**src/rtl/aer_spike_encoder.sv**
```systemverilog
// AER transmit encoder: spike FIFO plus 4-phase REQ/ACK serialiser.
// Optional macro AER_TS_MARKER_EN enqueues an all-ones marker on ts_done.
module aer_spike_encoder #(
  parameter int AER_WIDTH      = 12,
  parameter int FIFO_DEPTH     = 16,
  parameter int DROP_CNT_WIDTH = 8
) (
  input  logic                      CLK,
  input  logic                      RST_N,
  input  logic                      spike_in,
  input  logic [AER_WIDTH-1:0]      spike_addr,
  input  logic                      ts_done,
  input  logic                      cnt_clr,
  output logic [AER_WIDTH-1:0]      AEROUT_ADDR,
  output logic                      AEROUT_REQ,
  input  logic                      AEROUT_ACK,
  output logic                      fifo_full,
  output logic                      overflow,
  output logic [DROP_CNT_WIDTH-1:0] drop_cnt,
  output logic                      busy
);

  localparam int AW = $clog2(FIFO_DEPTH);
  localparam int CW = AW + 1;
  localparam logic [CW-1:0] DEPTH_C = CW'(FIFO_DEPTH);

  typedef enum logic [1:0] {
    S_IDLE,
    S_SETUP,
    S_WAIT_HI,
    S_WAIT_LO
  } state_t;

  state_t state, state_n;

  logic                 ack_m, ack_s;
  logic [AER_WIDTH-1:0] mem [FIFO_DEPTH];
  logic [AW-1:0]        wr_ptr, rd_ptr;
  logic [CW-1:0]        count;

  logic                 push_req;
  logic [AER_WIDTH-1:0] push_data;
  logic                 push_ok;
  logic                 pop;
  logic                 drop;
  logic                 req_n;
  logic [AER_WIDTH-1:0] addr_n;

`ifdef AER_TS_MARKER_EN
  logic mk_pend;
  logic mk_req;

  // A spike always wins the write port; the marker waits a free cycle.
  assign mk_req    = ~spike_in & (mk_pend | ts_done);
  assign push_req  = spike_in | mk_req;
  assign push_data = spike_in ? spike_addr : '1;

  // Pending marker: set when ts_done collides with a spike.
  always_ff @(posedge CLK or negedge RST_N) begin
    if (!RST_N) begin
      mk_pend <= 1'b0;
    end else if (spike_in) begin
      mk_pend <= mk_pend | ts_done;
    end else begin
      mk_pend <= mk_pend & ts_done;
    end
  end
`else
  logic ts_done_unused;

  assign ts_done_unused = ts_done;
  assign push_req       = spike_in;
  assign push_data      = spike_addr;
`endif

  // A full FIFO still accepts when the head leaves on the same edge.
  assign push_ok   = push_req & ((count < DEPTH_C) | pop);
  assign drop      = push_req & ~push_ok;
  assign fifo_full = (count == DEPTH_C);
  assign busy      = (count != '0) | (state != S_IDLE);

  // Two-flop synchroniser for the asynchronous acknowledge.
  always_ff @(posedge CLK or negedge RST_N) begin
    if (!RST_N) begin
      ack_m <= 1'b0;
      ack_s <= 1'b0;
    end else begin
      ack_m <= AEROUT_ACK;
      ack_s <= ack_m;
    end
  end

  // FIFO storage write.
  always_ff @(posedge CLK) begin
    if (push_ok) begin
      mem[wr_ptr] <= push_data;
    end
  end

  // FIFO pointers and occupancy.
  always_ff @(posedge CLK or negedge RST_N) begin
    if (!RST_N) begin
      wr_ptr <= '0;
      rd_ptr <= '0;
      count  <= '0;
    end else begin
      if (push_ok) wr_ptr <= wr_ptr + 1'b1;
      if (pop)     rd_ptr <= rd_ptr + 1'b1;
      unique case ({push_ok, pop})
        2'b10:   count <= count + 1'b1;
        2'b01:   count <= count - 1'b1;
        default: count <= count;
      endcase
    end
  end

  // Sticky overflow and saturating drop counter; a drop beats a clear.
  always_ff @(posedge CLK or negedge RST_N) begin
    if (!RST_N) begin
      overflow <= 1'b0;
      drop_cnt <= '0;
    end else if (drop) begin
      overflow <= 1'b1;
      if (cnt_clr) begin
        drop_cnt <= DROP_CNT_WIDTH'(1);
      end else if (!(&drop_cnt)) begin
        drop_cnt <= drop_cnt + 1'b1;
      end
    end else if (cnt_clr) begin
      overflow <= 1'b0;
      drop_cnt <= '0;
    end
  end

  // Handshake state and registered AER outputs.
  always_ff @(posedge CLK or negedge RST_N) begin
    if (!RST_N) begin
      state       <= S_IDLE;
      AEROUT_REQ  <= 1'b0;
      AEROUT_ADDR <= '0;
    end else begin
      state       <= state_n;
      AEROUT_REQ  <= req_n;
      AEROUT_ADDR <= addr_n;
    end
  end

  // Next state: load address, raise REQ a cycle later, follow ack_s.
  always_comb begin
    state_n = state;
    req_n   = AEROUT_REQ;
    addr_n  = AEROUT_ADDR;
    pop     = 1'b0;
    unique case (state)
      S_IDLE: begin
        if (count != '0) begin
          pop     = 1'b1;
          addr_n  = mem[rd_ptr];
          state_n = S_SETUP;
        end
      end
      S_SETUP: begin
        req_n   = 1'b1;
        state_n = S_WAIT_HI;
      end
      S_WAIT_HI: begin
        if (ack_s) begin
          req_n   = 1'b0;
          state_n = S_WAIT_LO;
        end
      end
      S_WAIT_LO: begin
        if (!ack_s) begin
          state_n = S_IDLE;
        end
      end
      default: begin
        req_n   = 1'b0;
        state_n = S_IDLE;
      end
    endcase
  end

endmodule

```
**config.mk**
```make
export PLATFORM = sky130hd
export DESIGN_NAME = aer_spike_encoder
export DESIGN_NICKNAME = d
export VERILOG_FILES = /design/src/rtl/aer_spike_encoder.sv
export SDC_FILE = /design/constraint.sdc
export NUM_CORES = 1
export LEC_CHECK = 0
export ABC_AREA = 1
export CAP_MARGIN = 20
export CORE_ASPECT_RATIO = 1.75
export CORE_MARGIN = 2
export CORE_UTILIZATION = 40
export CTS_BUF_LIST = sky130_fd_sc_hd__clkbuf_8 sky130_fd_sc_hd__clkbuf_16
export CTS_CLUSTER_DIAMETER = 40
export CTS_CLUSTER_SIZE = 12
export DETAILED_ROUTE_END_ITERATION = 10
export PLACE_DENSITY_LB_ADDON = 0.1
export SYNTH_ARGS = -nofsm -noshare
export SYNTH_HDL_FRONTEND = slang
export SYNTH_SLANG_ARGS = --single-unit
```
**constraint.sdc**
```tcl
create_clock -name CLK -period 2.95 [get_ports CLK]
set_input_delay 0.59 -clock CLK [delete_from_list [all_inputs] [get_ports CLK]]
set_output_delay 0.59 -clock CLK [all_outputs]
set_load 0.01 [all_outputs]
```
== Word-level counts from Yosys, hierarchy flattened ==
Memories as Yosys holds them, arrays and structs flattened. A register that Yosys moved wholly into a read port is not among the register bits.
Index checks and enable logic that the tools add are counted.
Operators by class
  $add $sub $neg: 5
  magnitude comparators: 1
  eq/ne operators: 10
  multiplexer cells: 17
  bitwise logic cells: 5
  reduce and logical (&&, ||, !) cells: 12
Operators by type and width (number)
  $mux W8: 4
  $pmux W5 S2: 1
  $add A4 B1 Y4 const B: 2
  $add A8 B1 Y8 const B: 1
  $ne A2 B2 Y1 const B: 4
  $pmux W2 S4: 1
  $reduce_and A8 Y1: 1
  $reduce_bool A2 Y1: 4
  $mux W1: 7
  $eq A2 B2 Y1 const B: 3
  $mux W2: 3
  $reduce_and A2 Y1: 3
  $add A5 B1 Y5 const B: 1
  $eq A5 B5 Y1 const B: 1
  $lt A5 B5 Y1 const B: 1
  $reduce_bool A5 Y1: 1
  $sub A5 B1 Y5 const B: 1
  $eq A2 B1 Y1 const B: 2
  $reduce_and A3 Y1: 1
  $and A1 B1 Y1: 2
  $logic_not A2 Y1: 1
  $or A1 B1 Y1: 2
  $pmux W1 S2: 1
  $logic_not A1 Y1: 1
  $not A1 Y1: 1
Storage, ports and cells
  register bits after elaboration: 27
  bits in writable memories: 192
  input bits: 18
  output and inout bits: 24
  word-level logic and storage cells: 60
  memories kept: 1
Memories
  mem: words 16, width 12, read ports 1, clocked after memory_dff 1, wr ports 1, RTL line 37  | logic [AER_WIDTH-1:0] mem [FIFO_DEPTH];

== Depth between registers and ports, before layout ==
  depth in word-level cells: 9
  depth in mapped cells: 16
  gate-level depth less buffers: 16

== Worst setup path after synthesis ==
OpenSTA, ideal clock, no wires.
  path type: reg2reg
  from: register count[1]
  to: register count[4]
  setup time: 0.117 ns
  arrival time: 2.198 ns
  required time: 2.833 ns
  path slack: 0.635 ns
  stages on the path, launching flop included: 16
  path buffers: 1
  period minus slack after synthesis: 2.315 ns
  cells stage by stage: dfrtp_1 -> nor4_4 -> nand2_2 -> nand2_4 -> inv_4 -> buf_6 -> ha_1 -> xor2_1 -> ha_1 -> inv_1 -> nand2_1 -> nand3_1 -> a21oi_1 -> nand2_1 -> nand2_1 -> nand2_1
Between the ends
  word-level cells in the longest chain between the ends: 7
  elaborated cells on any way between the ends: 12
  classes of those cells: add/sub: 2; order compare: 1; eq/ne: 2; mux: 3; bitwise: 2; reduce/logical: 2
Ends and longest elaborated chain
  from (decl): RTL line 39  | logic [CW-1:0] count;
  from (signal assigned): RTL line 110  | 2'b10: count <= count + 1'b1;
  from (signal assigned): RTL line 111  | 2'b01: count <= count - 1'b1;
  from (signal assigned): RTL line 112  | default: count <= count;
  $reduce_bool A5 Y1 *: RTL line 156  | if (count != '0) begin
  $mux W1 *: RTL line 156
  $mux W1 *: RTL line 154  | unique case (state)
  named net pop: RTL line 44  | logic pop;
  $or A1 B1 Y1: RTL line 77  | assign push_ok = push_req & ((count < DEPTH_C) | pop);
  $and A1 B1 Y1: RTL line 77
  $eq A2 B1 Y1 or $eq A2 B2 Y1 (tied branches): RTL line 109  | unique case ({push_ok, pop})
  $pmux W5 S2 or $reduce_bool A2 Y1 (tied branches)
The timed path passes the listed nets; every way through them passes the cells marked *.
A chain may end at the register's enable or synchronous reset.

== Worst setup path in the final report ==
  from: register count[1]
  to: output busy
Between the ends
  word-level cells in the longest chain between the ends: 2
Ends and longest elaborated chain
  $reduce_bool A5 Y1: RTL line 80  | assign busy = (count != '0) | (state != S_IDLE);
  $or A1 B1 Y1: RTL line 80
  to (decl): RTL line 20  | output logic busy
No other way between the ends.

==> flow_summary.ini <==
[timing]
hold_violations = 0
rsz0062_at_grt = no
period_needed_ns = 2.69
fmax_mhz = 372
slew_headroom_pct = 47.5
hold_ws_ns = 0.111
finalCritPeriodShare_pct = 91.1
clock_skew_ns = 0.0203
setup_viol = 0
worst_slew_pin_slew_ns = 0.782
maxSlewViolCount = 0
final.setup.tns_ns = 0

[detailed_routing]
viasPerCell = 4.86
wl_per_cell_um = 17.3
ant_nets = 0
first_pass_iters = 5
drt_iter0_drc = 397
via_count = 6895
drc = 0
finalWirelength_mm = 24.5

[setup_path]
crit_path_max_incr_delay_ns = 0.53
slowest_stage = clkdlybuf4s50_1
r2r-end = count[4]$_DFFE_PN0P_
start_kind = flop
r2r_slack_ns = 0.46
end_kind = output port
rr_worst_depth = 14
crit_required_ns = 2.36
path_cells = nor4_4, nand3_1, clkdlybuf4s50_1
reg2reg_from = count[1]$_DFFE_PN0P_
worstPathMaxFanout = 4
critPathTopFamily = simple AND/OR/NAND/NOR gates
crit_type = reg2out
worstPathArrival_ns = 2.10
critical_path_buf_inv_count = 1

[yosys]
syn_area_um2 = 10300
syn_inst = 1032
synth_nets = 1064
synth-edff-count = 192
synth_top_flop_cell = edfxtp_1
synth.avg_cell_area_um2 = 9.97
synthDistinctLibCells = 24
yosys_warnings = 0
postSynth.asyncResetShare_pct = 16.9
ys_ff_latch = 231
ys_seq_area_share_pct = 65.5

[grt]
grt.overflow.total = 0
antenna_found_initial = 0
grt_pass1_wl_mm = 38.3
grt_max_degree = 100
first_global_vias = 6918
grt.total_usage_pct = 18.3

[power_and_ir_drop]
ir_drop_mv = 0.566
clkPwrFrac_pct = 26.1
p_int_mw = 6.90
pwr-share-seq_pct = 38.8
p_comb_share_pct = 35.1
p_leak_nw = 5.24
p_total_mw = 10.9
swShare_pct = 36.8
power.density_nw_per_um2 = 923
p_switching_mw = 4.02

[clock_network]
cts_setup_buffers = 0
htreeDepth = 1
clock_latency_ns = 0.52
post_cts_resized = 0
cts_num_sinks = 231
hold_buffers = 0
clk_pin_slew_worst_paths_ns = 0.06
root_buffer = clkbuf_16
cts_tree = built
cts_max_path_buffers = 3
cts_made_buffers = 24

[cells_and_area]
layout.nets = 1118
design_area_um2 = 11800
syn_to_final_growth_pct = 15.0
drive_gt1_share_pct = 6.16
layout_common_cells = 353 x nand2_1, 192 x edfxtp_1, 186 x inv_1
diodes = 0
mostFrequentLayoutCell = nand2_1

[floorplanning]
die_w_um = 125
num_io_pins = 42
die_h_um = 216
start_util_pct = 40.8
std_cell_rows = 77
die_area_um2 = 27100
core-area_um2 = 25200

[min_path]
min_path_type = in2async

[place]
hpwl_mm = 15.1
place_congestion = 0.730
port_buffers = 40
dpl_cell_area_um2 = 11100

[run_status]
status = completed

[flow_run]
drv_cap = 0
[layer usage]
metal  GRT usage (%)  vias up  routed length (µm)
met5               0        -                   0
met4            6.15        0                 704
met3            2.15       42                 968
met2            35.3      142               13400
met1            20.8     3312                9420
li1                -     3399                   -
[cell families after synthesis]
logic type	Yosys count	share of synthesized area [%]
AND/OR/NAND/NOR	544	22.2
flip-flops	231	65.5
buffers and inverters	215	8.79
AO/OA/AOI/OAI	16	0.791
adder cells (fa/ha/maj)	14	1.70
XOR/XNOR	12	1.02
[power groups by stage]
stage	clock [mW]	sequential (mW)	combinational, mW
6_report	2.85	4.24	3.83
5_1_grt	3.04	4.28	4.35
4_1_cts	2.93	4.24	3.93
3_5_place_dp	0	4.31	3.90
3_3_place_gp	0	4.30	3.88
2_1_floorplan	0	4.28	2.61
[per-stage QoR]
| step | instances | utilization (%) | setup slack, ns |
|---|---|---|---|
| floorplan | 1032 | - | 0.635 |
| global route | 1420 | 46.9 | 0.156 |
| CTS | 1420 | 46.9 | 0.241 |
| detailed placement | 1376 | 43.9 | 0.372 |
| finish | 1420 | 46.9 | 0.264 |
| global placement | 1376 | 43.9 | 0.354 |
[layout make-up]
type,instances,area (µm²)
clock buffer,26,639
multi-input combinational,586,2640
timing repair buffer,69,651
tap,316,395
inverter,174,658
sequential,231,6750
fill,2426,13400
clock inverter,18,100
[synthesized netlist by cell type, types with 2 or more instances]
master	count	area, µm²
nand2_1	353	1330
edfxtp_1	192	5770
inv_1	172	646
nand3_1	159	796
dfrtp_1	39	976
nor2_1	24	90.1
buf_2	23	115
ha_1	14	175
o21ai_0	12	60.1
buf_6	6	67.6
clkbuf_1	6	22.5
xnor2_1	6	52.6
xor2_1	6	52.6
buf_4	5	37.5
a21oi_1	3	15.0
inv_4	2	12.5
nor3_1	2	10.0
or2_2	2	12.5
[registers in the layout, summed over array words and instances (netlist names)]
register     count
wr_ptr           4
ack_s            1
rd_ptr           4
AEROUT_ADDR     12
state            2
count            5
drop_cnt         8
ack_m            1
mem            192
AEROUT_REQ       1
overflow         1
[worst max path at each step]
stage | start | endpoint | slack [ns] | cells past startpoint
2_1_floorplan | count[1]$_DFFE_PN0P_ | count[4]$_DFFE_PN0P_ | 0.64 | 15
4_1_cts | count[1]$_DFFE_PN0P_ | busy | 0.24 | 3
5_1_grt | state[0]$_DFFE_PN0P_ | count[4]$_DFFE_PN0P_ | 0.16 | 14
3_5_place_dp | spike_in | count[4]$_DFFE_PN0P_ | 0.37 | 12
3_3_place_gp | spike_in | count[4]$_DFFE_PN0P_ | 0.35 | 12
6_report | count[1]$_DFFE_PN0P_ | busy | 0.26 | 3
No activity file was read; power rests on OpenSTA's default activity.
==> patch 1 (config.mk and constraints unchanged) <==
Build with the macro `AER_TS_MARKER_EN` defined.
--- a/src/rtl/aer_spike_encoder.sv
+++ b/src/rtl/aer_spike_encoder.sv
@@ -1,4 +1,6 @@
 // AER transmit encoder: spike FIFO plus 4-phase REQ/ACK serialiser.
 // Optional macro AER_TS_MARKER_EN enqueues an all-ones marker on ts_done.
+`define AER_TS_MARKER_EN
+
 module aer_spike_encoder #(
   parameter int AER_WIDTH      = 12,
Formal check against the unedited RTL: not equivalent (Yosys sat finds a counterexample within 4 cycles, from zero or initial values and one cycle with RST_N low).
==> patch 1 against the unedited design <==
- via count up 1.7%
- cell count up 2.5%
- power up 8.1%
- count of clock-buffer cells in the layout up 1
- sequential cell count up 1
- design area up 2.3%
- synthesized cell count up 2.7%
- wire length up 5.8%
- synthesized area up 1.5%
- setup slack better by 0.045 ns
- global-route usage up 1.3 points
- hold slack better by 0.020 ns
- die area up 1.5%
- largest cell class unchanged
- highest routed layer unchanged
==> patch 1: results (changes against the unedited design) <==
Pleak 0.005367 uW (+2.4%); Ys Warns 0 (unchanged); crit path DAT 2.05 ns (-0.05 ns); Synth top cells by count nand2_1, edfxtp_1, inv_1; status finished clean; Synth async-reset ratio 17.24% (+0.36 points); DRC 0 (unchanged); worst-case clock skew 0.01844 ns (-0.001828 ns); largest net degree at the start of global routing 82 (-18%); Crit-path slowest cell clkdlybuf4s50_1; GRT Total Usage 19.61% (+1.3 points); number of I/O port buffers 41 (+2.5%); antenna violations before repair 0 (unchanged); top cells by area, synth edfxtp_1, nand2_1, dfrtp_1; number of global-route vias before repair 7,299 (+5.5%); switch share 36.58% (-0.26 points); Layout fillers 2,451 (+1.0%); via count 7,011 (+1.7%); synthesized net count 1,092 (+2.6%); Clk Latency, worst-skew pair 0.53 ns; HPWL after detailed placement 17,190 um (+14%); CP peak stage delay 0.53 ns (about the same); TritonCTS Buffers 25 (+4.2%); clk root buf clkbuf_16; post-synth cell types 28 (+17%); clock-pin slew on the worst setup and hold paths 0.06 ns (about the same); DR pass1 iterations 5 (unchanged); Seq/Total Area, Yosys 64.78% (-0.76 points); First DRT Iteration DRCs 355 (-11%); crit path max fanout 4 (unchanged); layout cells sized above 1 7.930% (+1.8 points); first-pass GRT wire length 40,620 um (+6.2%); gp weighted congestion 0.8299 (+14%); worst slew pin tran 0.7528 ns (-0.02968 ns); Peak VDD IR 0.0005531 V (-2.2%); Total Wirelength 25,950 um (+5.8%)
patch 1: changes by cell type in the layout (fill, tap and decap cells not counted), sizes merged, moves of 2 or more:
cell / before / now
nor3: 2 / 0
o21ai: 12 / 14
inv: 189 / 193
a21oi: 3 / 5
nor2: 24 / 29
or2: 2 / 13
bufinv: 1 / 4
xnor2: 6 / 2
nand4: 1 / 3
patch 1: worst max-delay path: cells and delay by family (launching register included):
family,cells,cell delay (ns)
and+or+nand+nor,2,0.56
DFF,1,0.45
buffers and inverters,1,0.53
patch 1: final timing paths:
path,startpoint,endpoint,slack (ns),cells past startpoint
max in group asynchronous,RST_N,count[4],2.09,2
min in group CLK,ack_m,ack_s,0.35,0
min reg2reg,ack_m,ack_s,0.35,0
max,count[0],busy,0.31,3
min,RST_N,AEROUT_REQ,0.13,1
max reg2reg,count[0],count[4],0.49,14
patch 1: layout make-up:
class / instances / share of cell area [%]
inverter: 181 / 5.654
clock buffer: 27 / 5.488
tap: 320 / 3.307
multi-input combinational: 605 / 22.67
clock inverter: 19 / 1.530
sequential: 232 / 55.94
timing repair buffer: 71 / 5.416
patch 1: per-layer routing:
metal	global-route usage, %	vias to the layer above	part of all wire [%]
met1	20.45	3329	36
li1	-	3493	-
met2	38.03	129	56
met4	10.11	0	5.1
met5	0	-	0
met3	2.110	60	3.1
patch 1: kinds of logic after synthesis:
| logic type | synth area share [%] |
|---|---|
| AOI/OAI and AO/OA | 1.138 |
| xor gates and xnor gates | 0.7547 |
| adders and majority gates | 1.677 |
| buffers and inverters | 8.948 |
| DFF | 64.78 |
| and+or+nand+nor | 22.70 |
patch 1: through the flow:
step           cell area (sq um)  std cells  power [uW]  hold WS (ns)  worst slack (ns)
2_1_floorplan              10450       1060        7319        0.2944            0.6360
3_3_place_gp               11260       1409        8723        0.3369            0.1550
3_5_place_dp               11260       1409        8759        0.3379            0.1367
4_1_cts                    12110       1455       11990        0.1324            0.2723
5_1_grt                    12110       1455       12630        0.1801            0.1492
6_report                   12110       1455       11810        0.1302            0.3089
patch 1: power by group through the flow:
stage	registers, uW	clock network (uW)	logic (uW)
2_1_floorplan	4500	0	2820
3_3_place_gp	4570	0	4150
3_5_place_dp	4570	0	4190
4_1_cts	4510	3280	4200
5_1_grt	4570	3400	4660
6_report	4500	3200	4100
==> patch 2 (config.mk and constraints unchanged) <==
Without the edit above. Take the reset off `AEROUT_ADDR` and load it in a clocked block of its own.
--- a/src/rtl/aer_spike_encoder.sv
+++ b/src/rtl/aer_spike_encoder.sv
@@ -138,10 +138,12 @@
       state       <= S_IDLE;
       AEROUT_REQ  <= 1'b0;
-      AEROUT_ADDR <= '0;
     end else begin
       state       <= state_n;
       AEROUT_REQ  <= req_n;
-      AEROUT_ADDR <= addr_n;
     end
+  end
+
+  always_ff @(posedge CLK) begin
+    AEROUT_ADDR <= addr_n;
   end
 
Formal check against the unedited RTL: differs if RST_N is asserted again (counterexample within 4 cycles, from zero or initial values and one cycle with RST_N low); with RST_N held inactive, the same outputs for 10 cycles.
==> patch 2 against the unedited design <==
- hold slack better by 0.25 ns
- power is 0.41% lower
- maximum frequency is 2.6% higher
- design area is 5.2% lower
- core utilization is 1.0 points higher
- setup slack better by 0.068 ns
- sequential cell count stayed put
- synthesized area is 6.9% lower
- wire length is 6.8% lower
- combinational power is 9.7% lower
- count of clock-buffer cells in the layout is 1 higher
- synthesized cell count is 25% lower
==> patch 2: results (changes against the unedited design) <==
FF-to-FF setup slack 0.47 ns; first-pass GRT wire length 35,210 um (-8.0%); HPWL after detailed placement 13,890 um (-8.0%); worst-case clock skew 0.01813 ns (-0.002140 ns); Peak VDD IR 0.0005480 V (-3.1%); switch share 34.27% (-2.6 points); First DRT Iteration DRCs 525 (+32%); Non-Filler Instances 1,157 (-19%); Worst slew margin 54.54% (+7.0 points); Reg2Reg Depth 17 (+3); largest net degree at the start of global routing 121 (+21%); Synth top cells by count edfxtp_1, nor2_1, o21ai_0; gp weighted congestion 0.7544 (+3.4%); dpl cells 1,114 (-19%); top cells by area, synth edfxtp_1, dfrtp_1, nor2_1; NumNets Final 870 (-22%); final hold slack 0.3586 ns (+0.2481 ns); layout cells sized above 1 9.730% (+3.6 points); number of global-route vias before repair 6,198 (-10%); CP peak stage delay 0.57 ns (+0.04 ns); TritonCTS Buffers 26 (+8.3%); DR WL/cell 19.76 um (+14%); Synth async-reset ratio 11.69% (-5.2 points); worst reg2reg path startpoint state[0]; Ys Warns 0 (unchanged); Seq/Total Area, Yosys 71.04% (+5.5 points); post-synth cell types 31 (+29%); Layout fillers 2,077 (-14%); pre-CTS setup slack 0.3036 ns (-0.06821 ns); Post-synth EDFFs 204 (+6.3%); antenna violations before repair 0 (unchanged); GRT Total Usage 18.48% (+0.14 points); Tcrit/Tclk final 88.76% (-2.3 points); Pleak 0.004044 uW (-23%); Synth Instances 775 (-25%); status finished clean
## patch 2: area by class of cell
cell class                 count  area share [%]
clock buffer                  27           6.024
sequential                   231           60.69
multi-input combinational    453           20.77
clock inverter                16           1.350
inverter                      53           1.774
tap                          304           3.391
timing repair buffer          73           6.002
## patch 2: routing by layer
metal	GRT usage [%]	vias up	part of all wire, %
li1	-	2878	-
met1	22.59	3039	40
met2	33.26	143	54
met3	2.102	39	3.5
met4	6.576	0	2.7
met5	0	-	0
## patch 2: cell families after synthesis
| kind of cell | Yosys count | synth area share (%) |
|---|---|---|
| compound gates | 183 | 11.06 |
| xor+xnor | 11 | 1.006 |
| flops | 231 | 71.04 |
| fa+ha+maj | 14 | 1.830 |
| buf+inv | 91 | 4.626 |
| simple gates | 244 | 10.34 |
| mux | 1 | 0.1046 |
## patch 2: power groups by stage
stage	sequential, uW	combinational, uW	clock, uW
finish	4270	3460	3140
global route	4330	3870	3320
CTS	4280	3510	3210
detailed placement	4340	3500	0
global placement	4320	3400	0
floorplan	4350	2320	0
## patch 2: critical path, delay by kind of cell, from the launching register on
kind / cells / cell delay, ns
buffers and inverters: 2 / 0.67
flip-flops: 1 / 0.40
adder cells (fa/ha/maj): 1 / 0.26
AND/OR/NAND/NOR: 1 / 0.17
## patch 2: how the worst max path moves through the flow
stage | startpoint | to | depth (start not counted)
final | state[0] | busy | 4
after global placement | spike_in | count[4] | 14
after detailed placement | spike_in | count[4] | 14
after global routing | state[0] | count[4] | 17
after CTS | state[0] | busy | 4
after floorplan | state[0] | count[4] | 17
## patch 2: per-stage QoR
step	cell area [sq um]	utilization [%]
5_1_grt	11220	47.88
2_1_floorplan	9574	-
4_1_cts	11220	47.88
3_3_place_gp	10390	44.35
3_5_place_dp	10390	44.35
6_report	11220	47.88
